[src/rtl/hood_mode_ctrl_pkg.sv]
// Shared types for the range-hood mode controller.
// Holds the state encoding, countdown width and level-width helper.
package hood_pkg;

  typedef enum logic [2:0] {
    S_OFF      = 3'd0,
    S_STANDBY  = 3'd1,
    S_MENU     = 3'd2,
    S_RUN      = 3'd3,
    S_TURBO    = 3'd4,
    S_COOLDOWN = 3'd5
  } state_e;

  localparam int CNT_W = 8;

  // Width of cur_level: levels 0..n.
  function automatic int lvl_w(input int n);
    return $clog2(n + 1);
  endfunction

endpackage

[src/rtl/hood_mode_ctrl_if.sv]
// Button/display bundle between the board and the hood controller.
// master: button side (drives buttons); slave: controller (drives outputs).
interface hood_mode_ctrl_if #(
  parameter int NUM_LEVELS = 3
);
  import hood_pkg::*;

  localparam int LW = lvl_w(NUM_LEVELS);

  logic                  on_off_btn;
  logic                  menu_btn;
  logic [NUM_LEVELS-1:0] level_btn;
  logic [2:0]            state_o;
  logic [LW-1:0]         cur_level;
  logic [NUM_LEVELS-1:0] level_led;
  logic [CNT_W-1:0]      countdown;
  logic                  power_led;
  logic                  menu_led;

  modport master (
    output on_off_btn, menu_btn, level_btn,
    input  state_o, cur_level, level_led,
    input  countdown, power_led, menu_led
  );

  modport slave (
    input  on_off_btn, menu_btn, level_btn,
    output state_o, cur_level, level_led,
    output countdown, power_led, menu_led
  );

endinterface

[src/rtl/hood_mode_ctrl_sec_tick_gen.sv]
// sec_tick_gen: seconds prescaler, counts 0..TICK_DIV-1.
// Ports: clk, rst (async low), clr_i restarts count, sec_tick_o at wrap.
module sec_tick_gen #(
  parameter int TICK_DIV = 100000000
) (
  input  logic clk,
  input  logic rst,
  input  logic clr_i,
  output logic sec_tick_o
);

  localparam int W = (TICK_DIV > 1) ? $clog2(TICK_DIV) : 1;

  logic [W-1:0] cnt_q;

  assign sec_tick_o = (cnt_q == W'(TICK_DIV - 1));

  always_ff @(posedge clk or negedge rst) begin
    if (!rst) begin
      cnt_q <= '0;
    end else if (clr_i || sec_tick_o) begin
      cnt_q <= '0;
    end else begin
      cnt_q <= cnt_q + W'(1);
    end
  end

endmodule

[src/rtl/hood_mode_ctrl.sv]
// hood_mode_ctrl: range-hood fan mode FSM with timed turbo/cooldown.
// Ports: clk, rst (async low), io (slave: buttons in, display/LEDs out).
// Optional: TURBO_LOCK_EN allows turbo once per power-on session.
module hood_mode_ctrl
  import hood_pkg::*;
#(
  parameter int NUM_LEVELS       = 3,
  parameter int TICK_DIV         = 100000000,
  parameter int MENU_TIMEOUT_SEC = 10,
  parameter int TURBO_SEC        = 60,
  parameter int COOLDOWN_SEC     = 60
) (
  input logic             clk,
  input logic             rst,
  hood_mode_ctrl_if.slave io
);

  localparam int NL = NUM_LEVELS;
  localparam int LW = lvl_w(NUM_LEVELS);

  state_e           state_q, state_d;
  logic [LW-1:0]    level_q, level_d;
  logic [CNT_W-1:0] timer_q, timer_d;
  logic [NL-1:0]    led_q, led_d;
  logic             pwr_q, mled_q;

  logic             on_q, menu_q;
  logic [NL-1:0]    lvl_q;
  logic             p_on, p_menu;
  logic [NL-1:0]    p_lvl;

  logic             lvl_any, lvl_turbo;
  logic [LW-1:0]    lvl_sel;

  logic             load, tick, expire;
  logic             lock_set;

  assign p_on   = io.on_off_btn & ~on_q;
  assign p_menu = io.menu_btn & ~menu_q;
  assign p_lvl  = io.level_btn & ~lvl_q;

  sec_tick_gen #(
    .TICK_DIV(TICK_DIV)
  ) u_tick (
    .clk       (clk),
    .rst       (rst),
    .clr_i     (load),
    .sec_tick_o(tick)
  );

`ifdef TURBO_LOCK_EN
  logic lock_q;

  always_ff @(posedge clk or negedge rst) begin
    if (!rst) begin
      lock_q <= 1'b0;
    end else if (state_d == S_OFF) begin
      lock_q <= 1'b0;
    end else if (lock_set) begin
      lock_q <= 1'b1;
    end
  end
`else
  logic lock_q;
  logic unused_lock;
  assign lock_q      = 1'b0;
  assign unused_lock = lock_set;
`endif

  // Lowest pressed index wins; scan high to low.
  always_comb begin
    lvl_sel = '0;
    lvl_any = 1'b0;
    for (int i = NL - 1; i >= 0; i--) begin
      if (p_lvl[i]) begin
        lvl_sel = LW'(i + 1);
        lvl_any = 1'b1;
      end
    end
    lvl_turbo = lvl_any && (lvl_sel == LW'(NL));
  end

  always_comb begin
    state_d  = state_q;
    level_d  = level_q;
    timer_d  = timer_q;
    load     = 1'b0;
    lock_set = 1'b0;
    expire   = tick && (timer_q == CNT_W'(1));
    if (tick && (timer_q != '0)) begin
      timer_d = timer_q - CNT_W'(1);
    end
    unique case (state_q)
      S_OFF: begin
        if (p_on) begin
          state_d = S_STANDBY;
        end
      end
      S_STANDBY: begin
        if (p_on) begin
          state_d = S_OFF;
        end else if (p_menu) begin
          state_d = S_MENU;
          timer_d = CNT_W'(MENU_TIMEOUT_SEC);
          load    = 1'b1;
        end
      end
      S_MENU: begin
        if (p_on) begin
          state_d = S_OFF;
          timer_d = '0;
        end else if (p_menu) begin
          state_d = S_STANDBY;
          timer_d = '0;
        end else if (lvl_any && !lvl_turbo) begin
          state_d = S_RUN;
          level_d = lvl_sel;
          timer_d = '0;
        end else if (lvl_turbo && !lock_q) begin
          state_d  = S_TURBO;
          level_d  = LW'(NL);
          timer_d  = CNT_W'(TURBO_SEC);
          load     = 1'b1;
          lock_set = 1'b1;
        end else if (expire) begin
          state_d = S_STANDBY;
        end
      end
      S_RUN: begin
        if (p_on) begin
          state_d = S_OFF;
          level_d = '0;
        end else if (p_menu) begin
          state_d = S_STANDBY;
          level_d = '0;
        end else if (lvl_any && !lvl_turbo) begin
          level_d = lvl_sel;
        end
      end
      S_TURBO: begin
        if (p_menu) begin
          state_d = S_COOLDOWN;
          level_d = LW'(NL);
          timer_d = CNT_W'(COOLDOWN_SEC);
          load    = 1'b1;
        end else if (expire) begin
          state_d = S_RUN;
          level_d = LW'(NL - 1);
        end
      end
      S_COOLDOWN: begin
        if (expire) begin
          state_d = S_STANDBY;
          level_d = '0;
        end
      end
      default: begin
        state_d = S_OFF;
        level_d = '0;
        timer_d = '0;
      end
    endcase
  end

  always_comb begin
    led_d = '0;
    for (int i = 0; i < NL; i++) begin
      led_d[i] = (level_d == LW'(i + 1));
    end
  end

  always_ff @(posedge clk or negedge rst) begin
    if (!rst) begin
      state_q <= S_OFF;
      level_q <= '0;
      timer_q <= '0;
      led_q   <= '0;
      pwr_q   <= 1'b0;
      mled_q  <= 1'b0;
      on_q    <= 1'b0;
      menu_q  <= 1'b0;
      lvl_q   <= '0;
    end else begin
      state_q <= state_d;
      level_q <= level_d;
      timer_q <= timer_d;
      led_q   <= led_d;
      pwr_q   <= (state_d != S_OFF);
      mled_q  <= (state_d == S_MENU);
      on_q    <= io.on_off_btn;
      menu_q  <= io.menu_btn;
      lvl_q   <= io.level_btn;
    end
  end

  assign io.state_o   = state_q;
  assign io.cur_level = level_q;
  assign io.level_led = led_q;
  assign io.countdown = timer_q;
  assign io.power_led = pwr_q;
  assign io.menu_led  = mled_q;

endmodule

[src/flat_wrapper.sv]
// flat-port wrapper written by rule: the top's interface ports become plain ports
module hood_mode_ctrl_flat import hood_pkg::*;
#(
  parameter int NUM_LEVELS       = 3,
  parameter int TICK_DIV         = 100000000,
  parameter int MENU_TIMEOUT_SEC = 10,
  parameter int TURBO_SEC        = 60,
  parameter int COOLDOWN_SEC     = 60
)
  (clk, rst, io_on_off_btn, io_menu_btn, io_level_btn, io_state_o, io_cur_level, io_level_led, io_countdown, io_power_led, io_menu_led);
  hood_mode_ctrl_if #(.NUM_LEVELS(NUM_LEVELS)) io_i ();
  input logic clk;
  input logic rst;
  input wire logic [$bits(io_i.on_off_btn)-1:0] io_on_off_btn;
  input wire logic [$bits(io_i.menu_btn)-1:0] io_menu_btn;
  input wire logic [$bits(io_i.level_btn)-1:0] io_level_btn;
  output wire logic [$bits(io_i.state_o)-1:0] io_state_o;
  output wire logic [$bits(io_i.cur_level)-1:0] io_cur_level;
  output wire logic [$bits(io_i.level_led)-1:0] io_level_led;
  output wire logic [$bits(io_i.countdown)-1:0] io_countdown;
  output wire logic [$bits(io_i.power_led)-1:0] io_power_led;
  output wire logic [$bits(io_i.menu_led)-1:0] io_menu_led;
  assign io_i.on_off_btn = io_on_off_btn;
  assign io_i.menu_btn = io_menu_btn;
  assign io_i.level_btn = io_level_btn;
  assign io_state_o = io_i.state_o;
  assign io_cur_level = io_i.cur_level;
  assign io_level_led = io_i.level_led;
  assign io_countdown = io_i.countdown;
  assign io_power_led = io_i.power_led;
  assign io_menu_led = io_i.menu_led;
  hood_mode_ctrl #(.NUM_LEVELS(NUM_LEVELS), .TICK_DIV(TICK_DIV), .MENU_TIMEOUT_SEC(MENU_TIMEOUT_SEC), .TURBO_SEC(TURBO_SEC), .COOLDOWN_SEC(COOLDOWN_SEC)) u_core (.clk(clk), .rst(rst), .io(io_i));
endmodule
[config.mk]
export PLATFORM = sky130hd
export DESIGN_NAME = hood_mode_ctrl_flat
export DESIGN_NICKNAME = d
export VERILOG_FILES = /design/src/rtl/hood_mode_ctrl_pkg.sv /design/src/rtl/hood_mode_ctrl_if.sv /design/src/rtl/hood_mode_ctrl_sec_tick_gen.sv /design/src/rtl/hood_mode_ctrl.sv /design/src/flat_wrapper.sv
export SDC_FILE = /design/constraint.sdc
export NUM_CORES = 1
export LEC_CHECK = 0
export CAP_MARGIN = 5
export CORE_ASPECT_RATIO = 0.75
export CORE_MARGIN = 4
export CORE_UTILIZATION = 52
export DETAILED_ROUTE_END_ITERATION = 12
export HOLD_SLACK_MARGIN = 0.1
export PLACE_DENSITY = 0.76
export SYNTH_ARGS = -nofsm -noshare
export SYNTH_HDL_FRONTEND = slang
export SYNTH_SLANG_ARGS = --single-unit
[constraint.sdc]
create_clock -name clk -period 1.7 [get_ports clk]
set_input_delay 0.34 -clock clk [delete_from_list [all_inputs] [get_ports clk]]
set_output_delay 0.34 -clock clk [all_outputs]
set_load 0.03 [all_outputs]
# Word-level counts from Yosys, hierarchy flattened
# Index checks and enable logic that the tools add are counted.
dict set report word_totals {
  wordCells 88
  out_inout_bits 18
  reg_bits 50
  in_bits 7
}
dict set report op_classes {
  bitwise_logic 6
  eq_ne 12
  reduce_logical 11
  muxes 47
  addsub 2
}
# op count
set op_table {}
lappend op_table {{8-bit two-way mux} 8}
lappend op_table {{3-bit two-way mux} 12}
lappend op_table {{8-bit one-hot mux with 4 select lines} 1}
lappend op_table {{27-bit by 1-bit adder with 27-bit output (second input constant)} 1}
lappend op_table {{27-bit equality test (second input constant)} 1}
lappend op_table {{27-bit two-way mux} 1}
lappend op_table {{2-bit two-way mux} 13}
lappend op_table {{3-bit one-hot mux with 6 select lines} 1}
lappend op_table {{2-bit one-hot mux with 5 select lines} 1}
lappend op_table {{3-bit by 2-bit equality test with 1-bit output (second input constant)} 3}
lappend op_table {{1-bit two-way mux} 9}
lappend op_table {{8-bit by 1-bit equality test with 1-bit output (second input constant)} 1}
lappend op_table {{8-bit nonzero test} 1}
lappend op_table {{8-bit by 1-bit subtractor with 8-bit output (second input constant)} 1}
lappend op_table {{2-bit equality test (second input constant)} 3}
lappend op_table {{3-bit equality test (second input constant)} 2}
lappend op_table {{1-bit logical AND} 4}
lappend op_table {{3-bit bitwise AND} 1}
lappend op_table {{3-bit by 1-bit equality test with 1-bit output (second input constant)} 1}
lappend op_table {{3-bit logical NOT} 1}
lappend op_table {{3-bit inverter} 1}
lappend op_table {{1-bit one-hot mux with 3 select lines} 1}
lappend op_table {{3-bit nonzero test} 1}
lappend op_table {{3-bit OR reduction} 1}
lappend op_table {{other kinds (6)} 8}

# Logic depth before layout (Yosys ltp)
# Gate-level depths: netlist of the first run.
dict set report depth {
  depth_word 15
  ltp_mapped 8
  ltp_nobuf 7
}

# Hierarchy
# A second synthesis of the first run with hierarchy kept.
dict set report unflattened {
  hier_cells 285
  hier_area_um2 2782.7
}
# mod cells_each n_inst seq_area_each_um2 area_each_um2
set by_module_without_submodules {}
lappend by_module_without_submodules {sec_tick_gen 146 1 675.6 1415.1}
lappend by_module_without_submodules {hood_mode_ctrl 139 1 575.6 1367.6}

# Worst setup path before layout of the first run
# Ideal clock, no wire load.
dict set report synth_path {
  path_kind {flip-flop to flip-flop}
  start {register u_core.state_q[2], in the netlist u_core.io.state_o[2]}
  end {register u_core.led_q[0], in the netlist u_core.io.level_led[0]}
  n_path_buf 1
  required_ns 1.580
  t_arrival_ns 1.871
  setup_time_ns 0.120
  stages_incl_launch_ff 7
  path_slack_ns -0.290
  period_less_slack_ns 1.990
  path_cell_list {dfrtp_1 -> clkbuf_1 -> nor3b_2 -> o31ai_1 -> a2111oi_0 -> a21oi_2 -> and3_1}
}
dict set report synth_between {
  elab_chain_cells 4
  word_cells_on_any_way 9
  classes_between {eq/ne (6); mux (1); reduce/logical (2)}
}
# element line
set synth_rtl {}
lappend synth_rtl {{start, declared} hood_mode_ctrl.sv:21} ;# state_e state_q, state_d;
lappend synth_rtl {{start signal, assigned} hood_mode_ctrl.sv:184} ;# state_q <= state_d;
lappend synth_rtl {{3-bit by 1-bit equality test with 1-bit output or 3-bit logical NOT (tied branches)} hood_mode_ctrl.sv:93} ;# unique case (state_q)
lappend synth_rtl {{2-bit OR reduction (no source line)} n/a}
lappend synth_rtl {{2-bit one-hot mux with 5 select lines *} hood_mode_ctrl.sv:93}
lappend synth_rtl {{2-bit by 1-bit equality test with 1-bit output *} hood_mode_ctrl.sv:168} ;# led_d[i] = (level_d == LW'(i + 1));
lappend synth_rtl {{named net u_core.led_d[0]} hood_mode_ctrl.sv:24} ;# logic [NL-1:0] led_q, led_d;
lappend synth_rtl {{end signal, assigned} hood_mode_ctrl.sv:187} ;# led_q <= led_d;
lappend synth_rtl {{end, declared} hood_mode_ctrl.sv:24}
# The timed path passes the listed nets; every way through them passes the cells marked *.

# Worst setup path after layout of the first run
dict set report layout_path {
  start {register u_core.u_tick.cnt_q[0]}
  end {register u_core.u_tick.cnt_q[11]}
}
dict set report layout_between {
  elab_chain_cells 3
  word_cells_on_any_way 4
  classes_between {add/sub (1); eq/ne (1); mux (1); reduce/logical (1)}
}
# element line
set layout_rtl {}
lappend layout_rtl {{start, declared} hood_mode_ctrl_sec_tick_gen.sv:14} ;# logic [W-1:0] cnt_q;
lappend layout_rtl {{start signal, assigned} hood_mode_ctrl_sec_tick_gen.sv:24} ;# cnt_q <= cnt_q + W'(1);
lappend layout_rtl {{parallel branches: the longest is 2 deep, another holds 27-bit by 1-bit adder with 27-bit output} n/a}
lappend layout_rtl {{27-bit two-way mux *} hood_mode_ctrl_sec_tick_gen.sv:21} ;# end else if (clr_i || sec_tick_o) begin
# Mark *: on every way between the ends.

==> results of run 1 <==
==> worst register-to-register path: cells and delay by family, from the launching register on <==
kind          cells  cell delay, ps
buf+inv           3             510
fa+ha+maj         1             190
flops             1             370
simple gates      5             800
==> layout by cell type, fill, tap and decap left out, types with 3 or more instances in the layout <==
| master | netlist | layout |
|---|---|---|
| xor2_1 | 7 | 7 |
| nor2b_1 | 6 | 6 |
| clkbuf_8 | 0 | 5 |
| nand2_1 | 17 | 17 |
| nand2b_1 | 6 | 6 |
| buf_4 | 0 | 81 |
| dfrtp_2 | 0 | 8 |
| dfrtp_1 | 50 | 42 |
| and2_1 | 3 | 3 |
| nor4_2 | 6 | 3 |
| buf_12 | 0 | 5 |
| nand3_1 | 12 | 11 |
| nor4_1 | 7 | 3 |
| nand4_1 | 7 | 7 |
| dlygate4sd2_1 | 0 | 11 |
| o21ai_1 | 6 | 4 |
| inv_1 | 9 | 9 |
| nor3_1 | 7 | 5 |
| a21oi_1 | 4 | 3 |
| nor2_1 | 38 | 29 |
| xnor2_1 | 23 | 22 |
| or4_4 | 1 | 3 |
| nor4_4 | 0 | 7 |
| clkdlybuf4s50_1 | 0 | 8 |
| buf_6 | 0 | 3 |
| and3_1 | 8 | 8 |
| nor2_2 | 0 | 9 |
==> repair_timing <==
action | in CTS | in global routing
hold buffers | 1 | 0
setup buffers | 2 | 1
resized for setup | 21 | 21
pin swaps | 11 | 10
endpoints found under the hold margin | 50 | 0
cloned | 0 | 2
setup endpoints to repair | 55 | 46
==> kinds of logic (layout without fill, tap and decap cells) <==
logic type | count (synthesis) | in the layout
AOI/OAI and AO/OA | 38 | 38
muxes | 2 | 2
and+or+nand+nor | 141 | 141
DFF | 50 | 50
buffers and inverters | 22 | 131
xor gates and xnor gates | 30 | 30
adders and majority gates | 3 | 3
==> final cells by class <==
type                            instances  share of cell area
Multi-Input combinational cell        214               0.404
Timing Repair Buffer                  114               0.240
Sequential cell                        50               0.301
Clock buffer                            7              0.0182
Inverter                                9             0.00805
Tap cell                               72              0.0215
Clock inverter                          1             0.00716
==> through the flow <==
step | std cells | setup slack (ps)
6_report | 467 | -275
2_1_floorplan | 286 | -152
3_3_place_gp | 453 | -410
3_5_place_dp | 453 | -474
4_1_cts | 464 | -234
5_1_grt | 467 | -330
==> report_power, final <==
group	switching [mW]	total, mW	internal (mW)
clock	0.394	0.835	0.441
combinational	0.108	0.197	0.0891
sequential	0.0104	1.21	1.20
==> sequential cells by signal, summed over array words and instances (netlist names) <==
name / cells
u_core.io.power_led: 1
u_core.on_q: 1
u_core.io.cur_level: 2
u_core.u_tick.cnt_q: 27
u_core.io.state_o: 3
u_core.io.level_led: 3
u_core.lvl_q: 3
u_core.menu_q: 1
u_core.io.menu_led: 1
u_core.io.countdown: 8
==> routing by layer <==
metal | global-route usage | wire length [um] | up-vias
met4 | 0.0725 | 94 | 0
li1 | - | - | 1240
met3 | 0.0441 | 480 | 17
met5 | 0 | 0 | -
met1 | 0.349 | 3660 | 1339
met2 | 0.368 | 3800 | 105
==> final timing paths <==
path,to
max in group asynchronous,u_core.io.countdown[1]$_DFF_PN0_
min in group asynchronous,u_core.u_tick.cnt_q[19]$_DFF_PN0_
setup / recovery,u_core.u_tick.cnt_q[11]$_DFF_PN0_
hold reg to reg,u_core.u_tick.cnt_q[16]$_DFF_PN0_
setup reg to reg,u_core.u_tick.cnt_q[11]$_DFF_PN0_
hold / removal,u_core.on_q$_DFF_PN0_
==> metrics.yaml, run 1 <==
sta:
  fmax_ghz: 0.506
  finClkSkew_ps: 5.11
  fin_crit_ps: 1980
  setup_tns_ps: -10240
  setup_viol: 45
  fin_ws_ps: -275
  whs_ps: 284
  hold_viol_final: 0
  worstMarginPinSlew_ps: 439
  rsz0062_at_grt: "true"
  final.period_utilization: 1.16
  slew_headroom: 0.707
  drv_slew: 0
logic_synthesis:
  yosys.area_share.simple: 0.301
  synth_ff_type: "dfrtp_1"
  yosysTopAreaCellShare: 0.451
  synth_xor_area_frac: 0.0947
  synth_area_per_cell_um2: 9.70
  ys_top_cells_by_area: "dfrtp_1 45%, xnor2_1 7.3%, nor2_1 5.1%"
  synth_cells: 286
  yosysWarnings: 0
  async_flop_share: 1.00
  yosysMostFrequentCell: "dfrtp_1"
  ys_seq_area_frac: 0.451
  synth_top_family_by_area: "simple AND/OR/NAND/NOR gates"
  synth_largest_area_cell: "dfrtp_1"
  synth_edf_count: 0
  synth_cell_type_count: 55
  synth_fp_nets: 296
  synth_fa_ha_area_frac: 0.0135
  synth_common_cells: "50 x dfrtp_1, 38 x nor2_1, 23 x xnor2_1, 17 x nand2_1, 12 x nand3_1"
  ys_ff_latch: 50
  syn_area_um2: 2770
  muxShareOfSynthArea: 0.00722
  synth_compound_area_frac: 0.101
routing:
  first_pass_iters: 5
  post_drt_wl_per_cell_um: 17.2
  drt-vias-per-instance: 5.78
  antenna_left: 0
  drc_errors: 0
  vias: 2701
  drt_iter0_drc: 232
  routed_wirelength_um: 8030
global_route:
  grt_antenna_before_repair: 0
  grt-ovfl-total: 0
  grtUsageTotal: 0.240
  grt_pass1_wl_um: 12800
  grt_max_degree: 51
  grt_pass1_vias: 2623
die:
  rows: 22
  die_h_um: 71.3
  die_x_um: 92.3
  start_util: 0.551
  die_area_um2: 6580
  pin_count: 25
  core_um2: 5040
worst_setup_path:
  slowest_stage: "dfrtp_1"
  cp.arrival_ps: 2170
  cp-end-kind: "flop"
  r2r_setup_slack_ps: -280
  cp_max_fo: 7
  r2r_cells: 9
  critPathKind: "reg -> reg"
  cp.required_ps: 1900
  path_buf_inv: 3
  setup.worst_path.start: "u_core.u_tick.cnt_q[0]$_DFF_PN0_"
  critPathMaxStageDelay_ps: 370
  r2r_start: "u_core.u_tick.cnt_q[0]$_DFF_PN0_"
  worst_setup_path_start_kind: "flop"
  cp.depth: 9
  crit_chain: "ha_2 > and4_4 > nand4_1 > buf_6 > buf_4 > or2_4 > nand3_4 > clkbuf_16 > nor2_1"
  path_delay_family: "simple AND/OR/NAND/NOR gates"
clocking:
  clk_pin_slew_worst_paths_ps: 90
  numCtsBuffers: 5
  clkLatencyLatePin_ps: 300
  clockBufferDepth: 2
  root_buffer: "clkbuf_8"
  cts_tree: "done"
  numClockSinks: 50
  cts_max_level: 2
power:
  power_density_nw_per_um2: 536
  power_mw: 2.25
  peakVddDrop_uv: 375
  p_leak_nw: 1.82
min_path:
  whs_path_depth: 2
  min_path_type: "in -> reg"
  min_from: "io_on_off_btn"
layout:
  utilization: 0.833
  fin_area_um2: 4190
  regArea_um2: 1260
  multiInputGateArea_um2: 1690
  drive_above_1_share: 0.397
  nets: 404
  fillers: 296
  area_growth_pct: 51.2
  antenna_cells: 0
placement:
  place_area_um2: 3880
  hpwl_um: 5440
  gp_congestion: 0.873
  portBuffers: 24
status:
  status: "complete, but fails checks"
  violations: "setup timing"
job:
  cap_viol_max_count: 0
Power figures use the tool's default switching activity.
==> run 2, diff against run 1 <==
--- a/config.mk
+++ b/config.mk
@@ -8,10 +8,9 @@
 export CAP_MARGIN = 5
 export CORE_ASPECT_RATIO = 0.75
 export CORE_MARGIN = 4
-export CORE_UTILIZATION = 52
+export CORE_UTILIZATION = 30
 export DETAILED_ROUTE_END_ITERATION = 12
 export HOLD_SLACK_MARGIN = 0.1
-export PLACE_DENSITY = 0.76
 export SYNTH_ARGS = -nofsm -noshare
 export SYNTH_HDL_FRONTEND = slang
 export SYNTH_SLANG_ARGS = --single-unit
==> metrics.yaml, run 2 (same netlist as run 1, synthesis figures left out) <==
status:
  status: "complete, but fails checks"
  violations: "setup timing"
global_route:
  grtUsageTotal: 0.144  # -0.0961
  grt_pass1_wl_um: 12800  # +0.16%
  grt-ovfl-total: 0  # unchanged
  grt_antenna_before_repair: 0  # unchanged
  grt_pass1_vias: 2541  # -3.1%
  grt_max_degree: 51  # unchanged
routing:
  vias: 2560  # -5.2%
  drt_iter0_drc: 162  # -30%
  routed_wirelength_um: 7680  # -4.3%
  antenna_left: 0  # unchanged
  drc_errors: 0  # unchanged
  first_pass_iters: 5  # unchanged
  post_drt_wl_per_cell_um: 14.4  # -16%
  drt-vias-per-instance: 4.81  # -17%
die:
  start_util: 0.307  # -0.244
  pin_count: 25  # unchanged
  die_h_um: 91.3  # +28%
  rows: 30  # +36%
  core_um2: 9050  # +80%
  die_area_um2: 10900  # +65%
  die_x_um: 119  # +29%
sta:
  setup_viol: 45  # unchanged
  fin_ws_ps: -270  # +4.72 ps
  finClkSkew_ps: 6.89  # +1.78 ps
  slew_headroom: 0.700  # -0.00665
  final.period_utilization: 1.16  # -0.00278
  rsz0062_at_grt: "true"
  drv_slew: 0  # unchanged
  hold_viol_final: 0  # unchanged
  worstMarginPinSlew_ps: 447  # +8.73 ps
  fin_crit_ps: 1970  # -4.72 ps
  fmax_ghz: 0.507  # +0.24%
layout:
  nets: 413  # +2.2%
  fillers: 837  # +180%
  stdcell_count: 532  # +14%
  largest_reg_flops: 27  # unchanged
  fin_area_um2: 4410  # +5.3%
  area_growth_pct: 59.1
  layout_commonest_cell: "buf_4"
  final_cell_mix: "89 x buf_4, 42 x dfrtp_1, 23 x xnor2_1"
  antenna_cells: 0  # unchanged
  drive_above_1_share: 0.436  # +0.0382
  regMostFlops: "u_core.u_tick.cnt_q"
  utilization: 0.488  # -0.345
power:
  power_mw: 2.46  # +9.5%
  power_density_nw_per_um2: 557  # +4.1%
  p_leak_nw: 1.90  # +3.9%
  peakVddDrop_uv: 311  # -17%
clocking:
  numClockSinks: 50  # unchanged
  root_buffer: "clkbuf_16"
  cts_max_level: 2  # unchanged
  clockBufferDepth: 2  # unchanged
  numCtsBuffers: 5  # unchanged
  clk_pin_slew_worst_paths_ps: 70  # -20 ps
  cts_tree: "done"
  clkLatencyLatePin_ps: 300  # about the same
job:
  cap_viol_max_count: 0  # unchanged
placement:
  post-place-ws_ps: -404  # +69.7 ps
  hpwl_um: 5320  # -2.1%
  placed_cells: 514  # +13%
  gp_congestion: 0.826  # -5.5%
  portBuffers: 24  # unchanged
  place_area_um2: 3960  # +2.1%
worst_setup_path:
  cp.arrival_ps: 2140  # -30 ps
  worst_setup_path_start_kind: "flop"
  critPathKind: "reg -> reg"
  cp.required_ps: 1870  # -30 ps
  cp_max_fo: 4  # -3
  cp-end-kind: "flop"
min_path:
  min_path_type: "in -> reg"
==> run 2: cell type report <==
class	count	area, um^2	area share
Clock buffer	7	143	0.0323
Clock inverter	1	5.00	0.00113
Inverter	9	33.8	0.00765
Multi-Input combinational cell	214	1750	0.397
Sequential cell	50	1260	0.286
Tap cell	128	160	0.0363
Timing Repair Buffer	123	1060	0.240
==> run 2: what timing repair did <==
action                                  4_1_cts  5_1_grt
hold endpoints to repair                     50        0
resized for setup                            29       35
pin swaps                                    18       15
endpoints found under the setup margin       56       47
hold buffers                                  1        0
cloned                                        0        1
setup buffers                                 6        2
==> run 2: report_power, final <==
part / internal [mW] / switching [mW]
clock network: 0.586 / 0.460
logic: 0.0943 / 0.105
registers: 1.20 / 0.0104
==> run 2: worst paths after layout <==
path	to	from	slack (ps)	cells past startpoint
setup / recovery	u_core.io.level_led[2]$_DFF_PN0_	u_core.u_tick.cnt_q[1]$_DFF_PN0_	-270	7
hold / removal	u_core.lvl_q[1]$_DFF_PN0_	io_level_btn[1]	500	1
setup reg to reg	u_core.io.level_led[2]$_DFF_PN0_	u_core.u_tick.cnt_q[1]$_DFF_PN0_	-270	7
hold reg to reg	u_core.u_tick.cnt_q[0]$_DFF_PN0_	u_core.u_tick.cnt_q[0]$_DFF_PN0_	550	2
max in group asynchronous	u_core.u_tick.cnt_q[12]$_DFF_PN0_	rst	890	3
min in group asynchronous	u_core.io.countdown[0]$_DFF_PN0_	rst	560	3
==> run 2: metrics by stage <==
step	hold slack (ps)	TNS [ps]
global route	496	-14110
detailed placement	358	-14460
finish	502	-9640
CTS	501	-10010
global placement	351	-13920
floorplan	44.4	-1400
==> run 2: per-layer routing <==
| metal | wire (um) | track usage | part of all wire | vias up |
|---|---|---|---|---|
| met3 | 349 | 0.0467 | 0.045 | 5 |
| met1 | 4020 | 0.214 | 0.52 | 1255 |
| met5 | 0 | 0 | 0 | - |
| met4 | 61 | 0.0299 | 0.0079 | 0 |
| met2 | 3250 | 0.204 | 0.42 | 41 |
| li1 | - | - | - | 1259 |
==> run 2: worst max-delay path, stage by stage (launching register included) <==
cell      delay, ps
dfrtp_1         350
ha_2            190
and4_4          230
nand4_1         150
buf_6           180
nor4_1          390
o311ai_2        180
a21boi_1        170
